===== config.mk =====
export PLATFORM = sky130hd
export DESIGN_NAME = alu_seq_ctrl
export DESIGN_NICKNAME = d
export VERILOG_FILES = /design/src/rtl/alu_seq_ctrl.sv
export SDC_FILE = /design/constraint.sdc
export NUM_CORES = 1
export LEC_CHECK = 0
export BUFFER_PORTS_ARGS = -buffer_cell sky130_fd_sc_hd__buf_4
export CORE_AREA = 10 10 98 117
export CTS_CLUSTER_SIZE = 30
export DETAILED_ROUTE_END_ITERATION = 8
export DIE_AREA = 0 0 108 127
export MAX_ROUTING_LAYER = met4
export PLACE_DENSITY = 0.78
export RECOVER_POWER = 100
export REMOVE_ABC_BUFFERS = 1
export SETUP_SLACK_MARGIN = 0.2
export SLEW_MARGIN = 25
export SYNTH_ARGS = -nofsm -noshare
export SYNTH_HDL_FRONTEND = slang
export SYNTH_SLANG_ARGS = --single-unit

===== constraint.sdc =====
create_clock -name clk -period 2.35 [get_ports clk]
set_input_delay 0.47 -clock clk [delete_from_list [all_inputs] [get_ports clk]]
set_output_delay 0.47 -clock clk [all_outputs]
set_load 0.01 [all_outputs]

===== src/rtl/alu_seq_ctrl.sv =====
// alu_seq_ctrl: issues commands to an external combinational ALU, expands multi-bit
// shifts into shift-by-1 passes, and returns a registered result. Optional busy counter: ALU_SEQ_PERF_CNT_EN.
module alu_seq_ctrl #(
  parameter int WIDTH = 32,
  parameter int CNT_W = 5
) (
  input  logic             clk,
  input  logic             rst,
  input  logic             cmd_valid,
  output logic             cmd_ready,
  input  logic [2:0]       cmd_op,
  input  logic [WIDTH-1:0] cmd_a,
  input  logic [WIDTH-1:0] cmd_b,
  input  logic [CNT_W-1:0] cmd_cnt,
  output logic             rsp_valid,
  input  logic             rsp_ready,
  output logic [WIDTH-1:0] rsp_y,
  output logic             rsp_zero,
  output logic [WIDTH-1:0] alu_a,
  output logic [WIDTH-1:0] alu_b,
  output logic [2:0]       alu_sel,
`ifdef ALU_SEQ_PERF_CNT_EN
  input  logic             perf_clr,
  output logic [31:0]      busy_cycles,
`endif
  input  logic [WIDTH-1:0] alu_y
);

  // state  | meaning
  // S_IDLE | ready for a command, ALU select parked at 000
  // S_EXEC | ALU pass in progress; shifts stay here for cnt passes
  // S_RESP | result presented, waiting for rsp_ready
  typedef enum logic [1:0] {
    S_IDLE = 2'd0,
    S_EXEC = 2'd1,
    S_RESP = 2'd2
  } state_t;

  localparam logic [2:0] OP_SHL = 3'b101;
  localparam logic [2:0] OP_SHR = 3'b110;

  state_t           r_state;
  state_t           w_next;
  logic [2:0]       r_op;
  logic [WIDTH-1:0] r_acc;
  logic [WIDTH-1:0] r_b;
  logic [CNT_W-1:0] r_cnt;
  logic             w_accept;
  logic             w_cmd_shift;
  logic             w_op_shift;
  logic             w_exec_done;

  assign w_accept    = cmd_valid & cmd_ready;
  assign w_cmd_shift = (cmd_op == OP_SHL) || (cmd_op == OP_SHR);
  assign w_op_shift  = (r_op == OP_SHL) || (r_op == OP_SHR);
  // A shift leaves EXEC on the pass that consumes the last count.
  assign w_exec_done = !w_op_shift || (r_cnt <= CNT_W'(1));

  always_ff @(posedge clk or posedge rst) begin
    if (rst) r_state <= S_IDLE;
    else     r_state <= w_next;
  end

  always_comb begin
    w_next = r_state;
    case (r_state)
      S_IDLE: begin
        if (w_accept) begin
          if (w_cmd_shift && (cmd_cnt == '0)) w_next = S_RESP;
          else                                w_next = S_EXEC;
        end
      end
      S_EXEC: if (w_exec_done) w_next = S_RESP;
      S_RESP: if (rsp_ready) w_next = S_IDLE;
      default: w_next = S_IDLE;
    endcase
  end

  always_ff @(posedge clk or posedge rst) begin
    if (rst) begin
      r_op  <= '0;
      r_acc <= '0;
      r_b   <= '0;
      r_cnt <= '0;
    end else if (w_accept) begin
      r_op  <= cmd_op;
      r_acc <= cmd_a;
      r_b   <= cmd_b;
      r_cnt <= cmd_cnt;
    end else if (r_state == S_EXEC) begin
      r_acc <= alu_y;
      if (w_op_shift) r_cnt <= r_cnt - CNT_W'(1);
    end
  end

  always_comb begin
    cmd_ready = 1'b0;
    rsp_valid = 1'b0;
    rsp_y     = '0;
    rsp_zero  = 1'b0;
    alu_sel   = 3'b000;
    case (r_state)
      S_IDLE: cmd_ready = !rst;
      S_EXEC: alu_sel = r_op;
      S_RESP: begin
        rsp_valid = 1'b1;
        rsp_y     = r_acc;
        rsp_zero  = (r_acc == '0);
      end
      default: ;
    endcase
  end

  assign alu_a = r_acc;
  assign alu_b = r_b;

`ifdef ALU_SEQ_PERF_CNT_EN
  always_ff @(posedge clk or posedge rst) begin
    if (rst)
      busy_cycles <= '0;
    else if (perf_clr)
      busy_cycles <= '0;
    else if ((r_state != S_IDLE) && (busy_cycles != 32'hFFFF_FFFF))
      busy_cycles <= busy_cycles + 32'd1;
  end
`endif

endmodule


==> flow_metrics.py <==
metrics = {
    "power_and_ir_drop": {
        "p_leak_nw": 2.49,
        "peakVddDrop_mv": 0.570,
        "total_power_mw": 6.51,
        "powerDensity_nw_per_um2": 1240,
    },
    "run_status": {
        "status": "finished, final reports clean",
    },
    "final_layout": {
        "antennaDiodeCount": 0,
        "fin_cells": 723,
        "layout-drive-gt1-share_pct": 26.8,
        "design_area_um2": 5250,
        "nNetsFinal": 705,
        "syn_to_final_growth_pct": 47.0,
    },
    "drt": {
        "first_iter_violations": 101,
        "drc": 0,
        "wl_um": 12200,
        "vias": 3478,
        "antenna_left": 0,
        "routed_via_density": 4.81,
        "drt_first_pass_iters": 4,
        "wl_per_cell_um": 16.9,
    },
    "floorplan": {
        "initial_core_util_pct": 38.4,
        "fp-row-count": 39,
        "chipWidth_um": 108,
        "pin_count": 210,
        "fp.coreArea_um2": 9320,
        "die_area_um2": 13700,
        "chipHeight_um": 127,
    },
    "min_path": {
        "min_from": "cmd_b[24]",
        "hold_class": "input pin to register",
    },
    "synthesis": {
        "synthArstFlopShare_pct": 100,
        "synthTopCellsByArea": "dfrtp_1 (52%), nand2_1 (15%), mux2i_1 (9.0%), and2_1 (6.0%), o21ai_0 (4.9%)",
        "netlist.area_leader.share_pct": 51.8,
        "avgSynthCellArea_um2": 9.14,
        "postSynthCellCount": 391,
        "synth_commonest_cells": "nand2_1 (145), dfrtp_1 (74), o21ai_0 (35)",
        "synth_warnings": 0,
        "ys_types": 33,
        "yosysMostFrequentCell": "nand2_1",
        "synth_edf_count": 0,
        "synth_flop_cell": "dfrtp_1",
        "syn_area_um2": 3570,
        "synth_top_cell_by_area": "dfrtp_1",
        "ys_seq_elements": 74,
        "ys_seq_area_share_pct": 51.8,
    },
    "timing": {
        "setup-tns-final_ns": 0,
        "worstMarginPinSlew_ns": 1.47,
        "period_share_pct": 90.8,
        "setup_viol": 0,
        "clock_skew_ns": 0.00409,
        "fmax_mhz": 468,
        "maxSlewHeadroom_pct": 1.78,
        "setup_ws_ns": 0.215,
        "slew_violations": 0,
        "timing.final.crit_period_ns": 2.13,
        "rsz0062_at_grt": "no",
        "hold_viol_final": 0,
    },
    "global_routing": {
        "grt.total_usage_pct": 17.3,
        "grt_pass1_vias": 3623,
        "overflow": 0,
        "grt_max_degree": 72,
        "grt_pass1_wl_um": 18700,
        "antenna_found_initial": 0,
    },
    "worst_setup_path": {
        "reg2reg_depth": 5,
        "r2r-start": "r_state[1]",
        "cp-start-kind": "register",
        "rr_endpoint": "alu_a[11]",
        "rrSetupSlack_ns": 0.29,
        "crit_path_max_fanout": 34,
        "endpoint": "rsp_zero",
        "crit_type": "register to primary output",
        "cp-startpoint": "r_state[0]",
        "crit_arrival_ns": 1.66,
        "end_kind": "primary output",
        "required_ns": 1.88,
    },
    "flow_run": {
        "drv_cap": 0,
    },
    "placed_design": {
        "dp_hpwl_um": 9590,
        "portBuffers": 209,
        "dpl.cell_count": 706,
        "postPlaceCellArea_um2": 5260,
        "place_ws_ns": 0.479,
        "gp_congestion": 0.861,
    },
    "clock_network": {
        "cts_htree_levels": 3,
        "hold_buffers": 0,
        "clk_path_buf_depth": 2,
        "cts_tree": "done",
        "clk_latency_ns": 0.33,
        "clkTransAtPathRegs_ns": 0.06,
        "cts_buffers": 9,
        "cts.sink_count": 74,
        "root_buffer": "clkbuf_16",
    },
}
==> per-stage QoR <==
stage                     utilization [%]  hold WS, ns
after floorplan                         -        0.490
after global placement               56.5        0.459
after detailed placement             56.5        0.464
after CTS                            59.5        0.241
after global routing                 56.4        0.330
final                                56.4        0.326
==> worst min-delay path by stage <==
stage                            to  slack (ns)  cells past startpoint
after floorplan             r_op[2]        0.49                      2
after global placement    alu_b[31]        0.46                      2
after detailed placement  alu_b[20]        0.46                      2
after CTS                 alu_a[10]        0.24                      2
after global routing      alu_b[24]        0.33                      3
final                     alu_b[24]        0.33                      3
==> report_power, final <==
group,switching [mW],internal (mW),total [mW],leakage (nW)
Clock,0.501,0.737,1.24,0.131
Combinational,1.65,1.16,2.81,1.45
Sequential,0.564,1.90,2.47,0.907
Total,2.72,3.80,6.51,2.49
==> metal layers <==
metal,wire length (µm),track usage (%),vias to the layer above
met5,0,-,-
met4,163,5.28,0
met3,1250,5.63,13
met2,5760,28.4,169
met1,5070,19.6,1602
li1,-,-,1694
==> state kept, by name, indices dropped and copies added (netlist names) <==
name / flops
r_cnt: 5
alu_a: 32
r_state: 2
r_op: 3
alu_b: 32
==> layout by cell type, fill, tap and decap left out, types with 3 or more instances in the layout <==
master | Yosys | routed
and2_0 | 0 | 17
and2_1 | 34 | 17
buf_4 | 9 | 130
clkbuf_1 | 10 | 81
clkbuf_16 | 0 | 9
clkinv_2 | 0 | 3
dfrtp_1 | 74 | 73
inv_1 | 5 | 4
mux2i_1 | 32 | 32
nand2_1 | 145 | 145
nor2_1 | 5 | 5
nor3_1 | 4 | 4
nor4_2 | 0 | 5
o21ai_0 | 35 | 35
xor2_1 | 3 | 3
==> cell families (layout without fill, tap and decap cells) <==
group	count (synthesis)	count (layout)	share of synthesized area, %
XOR/XNOR	5	5	1.23
AO/OA/AOI/OAI	45	45	7.18
AND/OR/NAND/NOR	205	205	25.8
flip-flops	74	74	51.8
multiplexers	32	32	8.96
buffers and inverters	28	237	4.38
adder cells (fa/ha/maj)	2	2	0.700
==> final cells by class <==
type                            instances  area [µm²]
Tap cell                              123         154
Inverter                                5        20.0
Multi-Input combinational cell        289        1610
Sequential cell                        74        1850
Timing Repair Buffer                  216        1340
Clock buffer                           11         243
Clock inverter                          5        30.0
Fill cell                             896        4070
==> critical path, cell delays in order, from the launching register on <==
cell     delay [ns]
dfrtp_1        0.47
nor2_1         0.23
buf_12         0.20
nand2_1        0.06
nor3_1         0.21
buf_4          0.16
==> repair_timing <==
action,in CTS,in global routing
setup buffers,0,1
resized for setup,2,8
endpoints found under the setup margin,1,1
No activity file was read; power rests on OpenSTA's default activity.
